===== src/rtl/riscv_pkg.sv =====
// Shared fetch-side types and constants for the instruction fetch slice.
// Optional feature macro honoured by users of this package: INSTR_FETCH_MISALIGN_TRAP_EN.
package riscv_pkg;

   localparam int XLEN        = 32;
   localparam int INSTR_BYTES = 4;

   localparam logic [XLEN-1:0] NOP_INSTR = 32'h0000_0013;

   typedef enum logic [1:0] {
      IDLE = 2'd0,
      RUN  = 2'd1,
      TRAP = 2'd2
   } fetch_state_t;

   typedef struct packed {
      logic [XLEN-1:0] pc;
      logic [XLEN-1:0] instr;
   } fetch_entry_t;

   // True when a byte address is not on a 4-byte instruction boundary.
   function automatic logic is_misaligned(input logic [XLEN-1:0] addr);
      return addr[1:0] != 2'b00;
   endfunction

endpackage


===== src/rtl/fetch_fifo.sv =====
// Small circular FIFO of {pc, instr} entries between fetch and decode.
// clear empties the FIFO and wins over push/pop in the same cycle.
module fetch_fifo
   import riscv_pkg::*;
#(
   parameter int DEPTH = 2
) (
   input  logic         clk,
   input  logic         reset,
   input  logic         push,
   input  fetch_entry_t push_data,
   input  logic         pop,
   input  logic         clear,
   output logic         full,
   output logic         empty,
   output fetch_entry_t head
);

   localparam int AW = $clog2(DEPTH);
   localparam logic [AW:0]   CNT_ONE  = (AW+1)'(1);
   localparam logic [AW:0]   CNT_FULL = (AW+1)'(DEPTH);
   localparam logic [AW-1:0] PTR_ONE  = AW'(1);

   fetch_entry_t  mem [DEPTH];
   logic [AW-1:0] wr_ptr;
   logic [AW-1:0] rd_ptr;
   logic [AW:0]   count;
   logic          do_push;
   logic          do_pop;

   assign full    = (count == CNT_FULL);
   assign empty   = (count == '0);
   assign do_pop  = pop && !empty;
   assign do_push = push && (!full || do_pop);
   assign head    = empty ? '0 : mem[rd_ptr];

   // Entry storage; contents beyond count are don't-care, so no reset needed.
   always_ff @(posedge clk) begin
      if (!reset && !clear && do_push) begin
         mem[wr_ptr] <= push_data;
      end
   end

   // Pointers and occupancy; DEPTH is a power of two so pointers wrap naturally.
   always_ff @(posedge clk) begin
      if (reset || clear) begin
         wr_ptr <= '0;
         rd_ptr <= '0;
         count  <= '0;
      end else begin
         if (do_push) wr_ptr <= wr_ptr + PTR_ONE;
         if (do_pop)  rd_ptr <= rd_ptr + PTR_ONE;
         case ({do_push, do_pop})
            2'b10:   count <= count + CNT_ONE;
            2'b01:   count <= count - CNT_ONE;
            default: count <= count;
         endcase
      end
   end

endmodule


===== src/rtl/instr_fetch.sv =====
// Fetch stage: owns the PC, reads the instruction memory combinationally and
// queues {pc, instr} toward decode. Redirects flush wrong-path entries.
// Optional macro INSTR_FETCH_MISALIGN_TRAP_EN: misaligned redirects enter TRAP
// instead of being silently aligned, and fetch_misaligned is exported.
//
// Decode handshake: an entry transfers on a rising edge where out_valid=1 and
// out_ready=1 (and no redirect); while out_valid=1 and out_ready=0 the head
// out_pc/out_instr hold steady. out_valid never depends on out_ready.
module instr_fetch
   import riscv_pkg::*;
#(
   parameter logic [31:0] RESET_VECTOR = 32'h0000_0000,
   parameter int          DEPTH        = 2
) (
   input  logic            clk,
   input  logic            reset,
   input  logic            fetch_en,
   output logic [XLEN-1:0] imem_pc,
   input  logic [XLEN-1:0] imem_instr,
   input  logic            redirect_valid,
   input  logic [XLEN-1:0] redirect_pc,
   output logic            out_valid,
   input  logic            out_ready,
   output logic [XLEN-1:0] out_pc,
   output logic [XLEN-1:0] out_instr,
`ifdef INSTR_FETCH_MISALIGN_TRAP_EN
   output logic            fetch_misaligned,
`endif
   output logic [1:0]      dbg_state
);

   localparam logic [1:0] ST_IDLE = IDLE;
   localparam logic [1:0] ST_RUN  = RUN;
`ifdef INSTR_FETCH_MISALIGN_TRAP_EN
   localparam logic [1:0] ST_TRAP = TRAP;
`endif

   logic [1:0]      state;
   logic [1:0]      state_nxt;
   logic [XLEN-1:0] pc;
   logic [XLEN-1:0] redirect_target;
   logic            fifo_full;
   logic            fifo_empty;
   logic            pop;
   logic            fetch;
   fetch_entry_t    push_entry;
   fetch_entry_t    head;

   assign imem_pc   = pc;
   assign dbg_state = state;
   assign out_valid = !fifo_empty;
   assign out_pc    = fifo_empty ? '0 : head.pc;
   assign out_instr = fifo_empty ? '0 : head.instr;

   // A redirect cycle neither pops nor pushes; the flush discards everything.
   assign pop   = out_valid && out_ready && !redirect_valid;
   assign fetch = (state == ST_RUN) && !redirect_valid && (!fifo_full || pop);

   assign push_entry.pc    = pc;
   assign push_entry.instr = imem_instr;

`ifdef INSTR_FETCH_MISALIGN_TRAP_EN
   assign redirect_target  = redirect_pc;
   assign fetch_misaligned = (state == ST_TRAP);
`else
   assign redirect_target  = is_misaligned(redirect_pc) ? {redirect_pc[XLEN-1:2], 2'b00}
                                                        : redirect_pc;
`endif

   // Next FSM state: fetch_en gates IDLE/RUN; redirects only matter for TRAP.
   always_comb begin
      state_nxt = state;
      case (state)
         ST_IDLE: if (fetch_en)  state_nxt = ST_RUN;
         ST_RUN:  if (!fetch_en) state_nxt = ST_IDLE;
         default: state_nxt = state;
      endcase
`ifdef INSTR_FETCH_MISALIGN_TRAP_EN
      if (redirect_valid) begin
         if (is_misaligned(redirect_pc)) begin
            state_nxt = ST_TRAP;
         end else if (state == ST_TRAP) begin
            state_nxt = fetch_en ? ST_RUN : ST_IDLE;
         end
      end
`endif
   end

   // FSM state register.
   always_ff @(posedge clk) begin
      if (reset) state <= ST_IDLE;
      else       state <= state_nxt;
   end

   // Program counter: reset, redirect target, or sequential advance on fetch.
   always_ff @(posedge clk) begin
      if (reset) begin
         pc <= RESET_VECTOR;
      end else if (redirect_valid) begin
         pc <= redirect_target;
      end else if (fetch) begin
         pc <= pc + XLEN'(INSTR_BYTES);
      end
   end

   fetch_fifo #(
      .DEPTH (DEPTH)
   ) u_fifo (
      .clk       (clk),
      .reset     (reset),
      .push      (fetch),
      .push_data (push_entry),
      .pop       (pop),
      .clear     (redirect_valid),
      .full      (fifo_full),
      .empty     (fifo_empty),
      .head      (head)
   );

endmodule

===== config.mk =====
export PLATFORM = sky130hd
export DESIGN_NAME = instr_fetch
export DESIGN_NICKNAME = d
export VERILOG_FILES = /design/src/rtl/riscv_pkg.sv /design/src/rtl/fetch_fifo.sv /design/src/rtl/instr_fetch.sv
export SDC_FILE = /design/constraint.sdc
export NUM_CORES = 1
export LEC_CHECK = 0
export ABC_CLOCK_PERIOD_IN_PS = 14800
export CAP_MARGIN = 20
export CORE_MARGIN = 3
export CORE_UTILIZATION = 50
export DETAILED_ROUTE_END_ITERATION = 8
export PLACE_DENSITY = 0.83
export SKIP_CTS_REPAIR_TIMING = 1
export SLEW_MARGIN = 10
export SYNTH_ARGS = -nofsm -noshare
export SYNTH_HDL_FRONTEND = slang
export SYNTH_HIERARCHICAL = 1
export SYNTH_SLANG_ARGS = --single-unit

===== constraint.sdc =====
create_clock -name clk -period 14.8 [get_ports clk]
set_input_delay 2.22 -clock clk [delete_from_list [all_inputs] [get_ports clk]]
set_output_delay 2.22 -clock clk [all_outputs]
set_load 0.05 [all_outputs]

==> flow_summary_export.csv, run 1 <==
group,metric,value,unit
status,outcome,"complete, no violations",
timing,finalHoldViolCount,0,
cells_and_area,layout-drive-gt1-share,8.02,%
timing,finalCriticalPeriod,5.40,ns
detailed_routing,dr.pass1.iters,4,
clock_tree,cts_root_buf,"clkbuf_16",
hold_path,hold_class,"reg -> reg",
timing,worst_slew_pin_slew,0.958,ns
clock_tree,clk_latency,0.42,ns
power,p_seq_share,50.9,%
setup_path,cp.required,14.86,ns
clock_tree,cts_made_buffers,17,
setup_path,cp_data_arrival_time,5.45,ns
yosys,yosysWarningCount,6,
timing,setup_tns,0,ns
clock_tree,clockBufferDepth,2,
detailed_routing,vias,5002,
yosys,yosys_register_bits,166,
setup_path,worstSetupPathType,"in -> reg",
floorplan,die_h,129,microns
grt,grt_pass1_wl,24800,microns
clock_tree,htreeDepth,4,
floorplan,core,14600,sq um
power,power.internal,0.803,mW
power,combPwrFrac,7.9,%
timing,slew_viol_final,0,
cells_and_area,fin_util,67.4,%
yosys,synthDistinctLibCells,50,
timing,finalCritPeriodShare,36.5,%
timing,max_freq,0.185,GHz
setup_path,start_kind,"input port",
detailed_routing,avgRoutedWirePerCell,16.4,microns
clock_tree,cts_tree,"built",
yosys,synth.largest_area_cell,"edfxtp_1",
detailed_routing,vias_per_cell,5.23,
cells_and_area,nFillCells,1084,
grt,grt_pass1_vias,5001,
grt,grt_start_max_net_pins,83,
setup_path,critPathSlowestCell,"nor2b_4",
power,p_clk_share,41.2,%
yosys,synth_top_area_share,50.9,%
yosys,synthesis.instances,604,
setup_path,crit_fanout,33,
place,hpwl,10500,microns
timing,skew,0.00789,ns
place,gp_congestion,0.833,
setup_path,cp_cell_sequence,"clkdlybuf4s50_1 -> nand2b_1 -> a21boi_2 -> nor2b_1 -> o21ai_4 -> nor2b_4 -> buf_4",
power,p_leak,3.14,nW
place,io_buffers,164,
floorplan,die-area,16600,sq um
grt,grt.total_usage,19.1,%
cells_and_area,diodes,0,
yosys,syn_area_per_cell,12.5,sq um
timing,setup_viol,0,
setup_path,cp_top_family,"simple AND/OR/NAND/NOR gates",
floorplan,ios,168,
flow_run,maxCapViolCount,0,
floorplan,die_w,129,microns
setup_path,crit_buf_inv,2,
clock_tree,cts_sinks,166,
power,swShare,21.5,%
yosys,synth_area,7550,sq um
power,ir_worst_vdd,0.0000820,V
cells_and_area,num-nets-final,830,
grt,antenna_found_initial,0,
detailed_routing,drt-initial-drc-count,305,
clock_tree,path_clk_slew,0.06,ns
setup_path,cp-end-kind,"flop",
cells_and_area,syn_to_final_growth,30.6,%
setup_path,crit_path_max_incr_delay,0.78,ns
floorplan,rows,44,
power,powerDensity,104,nW/um^2
grt,grt_overflow_total,0,
yosys,syn_nets,674,
yosys,yosysSeqAreaShare,60.9,%
timing,relSlewSlack,36.0,%
detailed_routing,wirelength,15700,microns
power,power_switching,0.220,mW
detailed_routing,drc,0,
detailed_routing,ant_nets,0,
timing,rsz0062_at_grt,"no",
yosys,synth.area.top_cells,"edfxtp_1, dfxtp_1, mux2i_1, nor2b_1, nor2_1",
floorplan,start_util,51.6,%
cell families after synthesis:
logic type | share of synthesized area (%)
AO/OA/AOI/OAI | 6.06
XOR/XNOR | 3.25
adder cells (fa/ha/maj) | 0.166
buffers and inverters | 4.11
flip-flops | 60.9
multiplexers | 9.09
other | 0.0496
AND/OR/NAND/NOR | 16.3
worst paths after layout:
path                                      from                           to  slack [ns]  depth (start not counted)
setup / recovery                     out_ready  u_fifo/mem[0][51]$_DFFE_PP_        9.40                          7
hold / removal         imem_pc[0]$_SDFFE_PP0P_  u_fifo/mem[0][32]$_DFFE_PP_        0.48                          0
setup reg to reg  u_fifo/count[1]$_SDFFE_PP0P_  u_fifo/mem[0][51]$_DFFE_PP_       10.58                          8
hold reg to reg        imem_pc[0]$_SDFFE_PP0P_  u_fifo/mem[0][32]$_DFFE_PP_        0.48                          0
sequential cells by signal, indices dropped and copies added (netlist names), named ones only:
signal         count
imem_pc           32
u_fifo/count       2
dbg_state          1
u_fifo/mem       128
u_fifo/rd_ptr      1
u_fifo/wr_ptr      1
area by class of cell:
cell class                      instances  area, sq um  share of cell area, %
Clock buffer                           24          472                   4.78
Clock inverter                          8          101                   1.03
Inverter                               22         82.6                  0.837
Multi-Input combinational cell        381         2660                   27.0
Sequential cell                       166         4610                   46.7
Tap cell                              184          230                   2.33
Timing Repair Buffer                  172         1710                   17.3
cells in the final DEF, fill, tap and decap left out, types with 7 or more instances in the layout:
| cell type | count |
|---|---|
| a21oi_1 | 26 |
| buf_4 | 7 |
| clkbuf_16 | 17 |
| clkdlybuf4s50_1 | 163 |
| dfxtp_1 | 37 |
| edfxtp_1 | 128 |
| inv_1 | 22 |
| mux2i_1 | 66 |
| nand2_1 | 19 |
| nand3_1 | 11 |
| nand4_1 | 9 |
| nor2_1 | 61 |
| nor2_4 | 11 |
| nor2b_1 | 70 |
| o21a_1 | 19 |
| xnor2_1 | 22 |
metal layers:
metal / global-route usage (%) / share of wire [%] / vias up / routed length, microns
met5: 0 / 0 / - / 0
met4: 8.65 / 2.6 / 0 / 405
met3: 3.78 / 4.7 / 34 / 733
met2: 33.4 / 51 / 155 / 7970
met1: 22.8 / 42 / 2366 / 6540
li1: - / - / 2447 / -
power by group through the flow:
stage          combinational, mW  clock (mW)  sequential [mW]
2_1_floorplan             0.0265           0            0.547
3_3_place_gp              0.0789           0            0.529
3_5_place_dp              0.0808           0            0.530
4_1_cts                   0.0814       0.432            0.520
5_1_grt                   0.0859       0.454            0.522
6_report                  0.0808       0.422            0.521
metrics by stage:
stage,setup WS (ns),cells,cell area (sq um),power [mW],hold WS [ns]
floorplan,7.51,604,7550,0.573,0.520
global placement,9.04,924,9270,0.608,0.457
detailed placement,8.99,924,9270,0.611,0.474
CTS,9.40,956,9850,1.03,0.487
global route,9.19,957,9870,1.06,0.515
finish,9.40,957,9870,1.02,0.483
worst reg2reg max path: stages (launching register included):
cell,delay [ns]
dfxtp_1,0.51
nor2_4,0.07
buf_4,0.32
nand2b_1,0.45
a21boi_2,0.53
nor2b_1,0.45
o21ai_4,0.16
nor2b_4,0.78
buf_4,0.57
cells in the mapped netlist, drive strengths merged:
library cell / instances
a211oi: 4
a21boi: 1
a21oi: 27
a31oi: 1
and2: 5
and2b: 1
and3: 5
and4: 4
buf: 18
clkbuf: 17
conb: 1
dfxtp: 38
edfxtp: 128
ha: 1
inv: 22
mux2: 2
mux2i: 66
nand2: 19
nand2b: 3
nand3: 13
nand3b: 1
nand4: 9
nor2: 72
nor2b: 71
nor3: 5
nor3b: 4
nor4: 3
nor4b: 1
o21a: 19
o21ai: 6
o22ai: 3
o2bb2ai: 1
o31a: 4
or3: 1
xnor2: 22
xor2: 6
No activity file was read; power rests on OpenSTA's default activity.
==> run 2: changes to the inputs <==
Settings changed: ABC_CLOCK_PERIOD_IN_PS 14800 to 4710, CORE_UTILIZATION 50 to 46, PLACE_DENSITY 0.83 to 0.81.
Clock period 14.8 ns to 4.71 ns, I/O delays scaled along.
==> flow_summary_export.csv, run 2 (synthesis gave the netlist of run 1 again) <==
group,metric,value,unit
status,outcome,"complete, no violations",
setup_path,crit_fanout,58,
power,power.internal,2.76,mW
grt,antenna_found_initial,0,
clock_tree,path_clk_slew,0.06,ns
clock_tree,cts_root_buf,"clkbuf_16",
setup_path,rr_startpoint,"u_fifo/count[1]$_SDFFE_PP0P_",
timing,finalCritPeriodShare,76.2,%
power,p_seq_share,47.2,%
floorplan,die-area,18000,sq um
timing,relSlewSlack,30.5,%
setup_path,cp.required,4.00,ns
place,pre_cts_ws,1.09,ns
setup_path,cp_data_arrival_time,2.88,ns
detailed_routing,vias,4955,
cells_and_area,layout-drive-gt1-share,8.17,%
timing,max_freq,0.279,GHz
hold_path,hold_class,"reg -> reg",
timing,finalCriticalPeriod,3.59,ns
detailed_routing,dr.pass1.iters,4,
clock_tree,clk_latency,0.41,ns
detailed_routing,vias_per_cell,5.02,
power,p_clk_share,45.4,%
power,powerDensity,346,nW/um^2
setup_path,worstSetupPathType,"reg -> out",
floorplan,die_w,134,microns
detailed_routing,wirelength,16200,microns
power,p_total,3.47,mW
hold_path,holdPathStages,0,
power,swShare,20.4,%
floorplan,rows,46,
timing,finalHoldViolCount,0,
cells_and_area,nFillCells,1195,
grt,grt.total_usage,18.3,%
timing,rsz0062_at_grt,"no",
clock_tree,cts_tree,"built",
cells_and_area,final_common_cell,"clkdlybuf4s50_1",
flow_run,maxCapViolCount,0,
timing,slew_viol_final,0,
floorplan,ios,168,
grt,grt_pass1_wl,25900,microns
detailed_routing,drc,0,
clock_tree,htreeDepth,4,
floorplan,die_h,134,microns
grt,grt_overflow_total,0,
place,io_buffers,164,
cells_and_area,num-nets-final,829,
clock_tree,cts_made_buffers,17,
timing,setup_viol,0,
detailed_routing,avgRoutedWirePerCell,16.4,microns
timing,setup_tns,0,ns
setup_path,start_kind,"flop",
cells_and_area,final_cell_mix,"clkdlybuf4s50_1, edfxtp_1, nor2b_1",
cells_and_area,syn_to_final_growth,32.8,%
setup_path,reg2reg_to,"u_fifo/mem[1][34]$_DFFE_PP_",
timing,skew,0.00929,ns
power,power_switching,0.707,mW
power,p_leak,3.20,nW
timing,worst_slew_pin_slew,1.04,ns
cells_and_area,final_cells,987,
cells_and_area,diodes,0,
power,combPwrFrac,7.4,%
clock_tree,clockBufferDepth,2,
detailed_routing,ant_nets,0,
timing,setup_ws,1.12,ns
place,dp_cells,956,
cells_and_area,top_register,"u_fifo/mem",
hold_path,min-delay-start,"imem_pc[1]$_SDFFE_PP0P_",
setup_path,r2r_cells,7,
detailed_routing,drt-initial-drc-count,195,
place,hpwl,10900,microns
cells_and_area,largest_reg_flops,128,
clock_tree,cts_sinks,166,
floorplan,start_util,47.2,%
hold_path,min_to,"u_fifo/mem[0][33]$_DFFE_PP_",
power,ir_worst_vdd,0.000277,V
grt,grt_pass1_vias,4995,
setup_path,cp-end-kind,"primary output",
setup_path,r2r_slack,1.45,ns
floorplan,core,16000,sq um
place,gp_congestion,0.809,
grt,grt_start_max_net_pins,110,
run 2: changes by cell type in the layout (fill, tap and decap cells not counted), sizes merged:
cell,delta
clkbuf,-6
bufinv,+5
buf,-1
run 2: layout make-up:
| cell class | count | area [sq um] | area share [%] |
|---|---|---|---|
| clock buffers | 18 | 429 | 4.28 |
| flip-flops and latches | 166 | 4610 | 45.9 |
| well taps | 216 | 270 | 2.69 |
| repair buffers | 171 | 1730 | 17.2 |
| clock inverters | 13 | 254 | 2.53 |
| multi-input cells | 381 | 2660 | 26.5 |
| inverters | 22 | 82.6 | 0.823 |
run 2: worst max-delay path: stages (launching register included):
cell,delay (ns)
dfxtp_4,1.05
buf_4,0.29
mux2i_1,0.08
nor2_1,0.09
nor2b_1,0.14
clkdlybuf4s50_1,0.81
run 2: how the worst max path moves through the flow:
stage	slack, ns	end	start
global placement	1.18	u_fifo/mem[1][9]$_DFFE_PP_	out_ready
CTS	1.07	out_instr[29]	flop
finish	1.12	out_instr[29]	flop
floorplan	0.36	u_fifo/mem[1][0]$_DFFE_PP_	u_fifo/count[1]$_SDFFE_PP0P_
global route	0.97	out_instr[12]	flop
detailed placement	1.09	u_fifo/mem[1][23]$_DFFE_PP_	out_ready
run 2: power groups by stage:
stage,combinational [mW],sequential (mW),clock [mW]
final,0.256,1.64,1.58
after global routing,0.274,1.64,1.66
after CTS,0.258,1.64,1.61
after detailed placement,0.256,1.67,0
after global placement,0.250,1.66,0
after floorplan,0.0836,1.72,0
run 2: routing by layer:
metal / track usage, % / vias up / part of all wire (%)
li1: - / 2432 / -
met1: 23.2 / 2332 / 44
met2: 30.9 / 167 / 48
met3: 4.54 / 24 / 5.4
met4: 6.56 / 0 / 1.9
met5: 0 / - / 0
run 2: stage by stage:
step	utilization, %	hold WS [ns]	area (sq um)
after floorplan	-	0.520	7570
final	62.7	0.488	10000
after CTS	62.7	0.492	10000
after global routing	62.7	0.517	10000
after detailed placement	58.4	0.477	9350
after global placement	58.4	0.453	9350
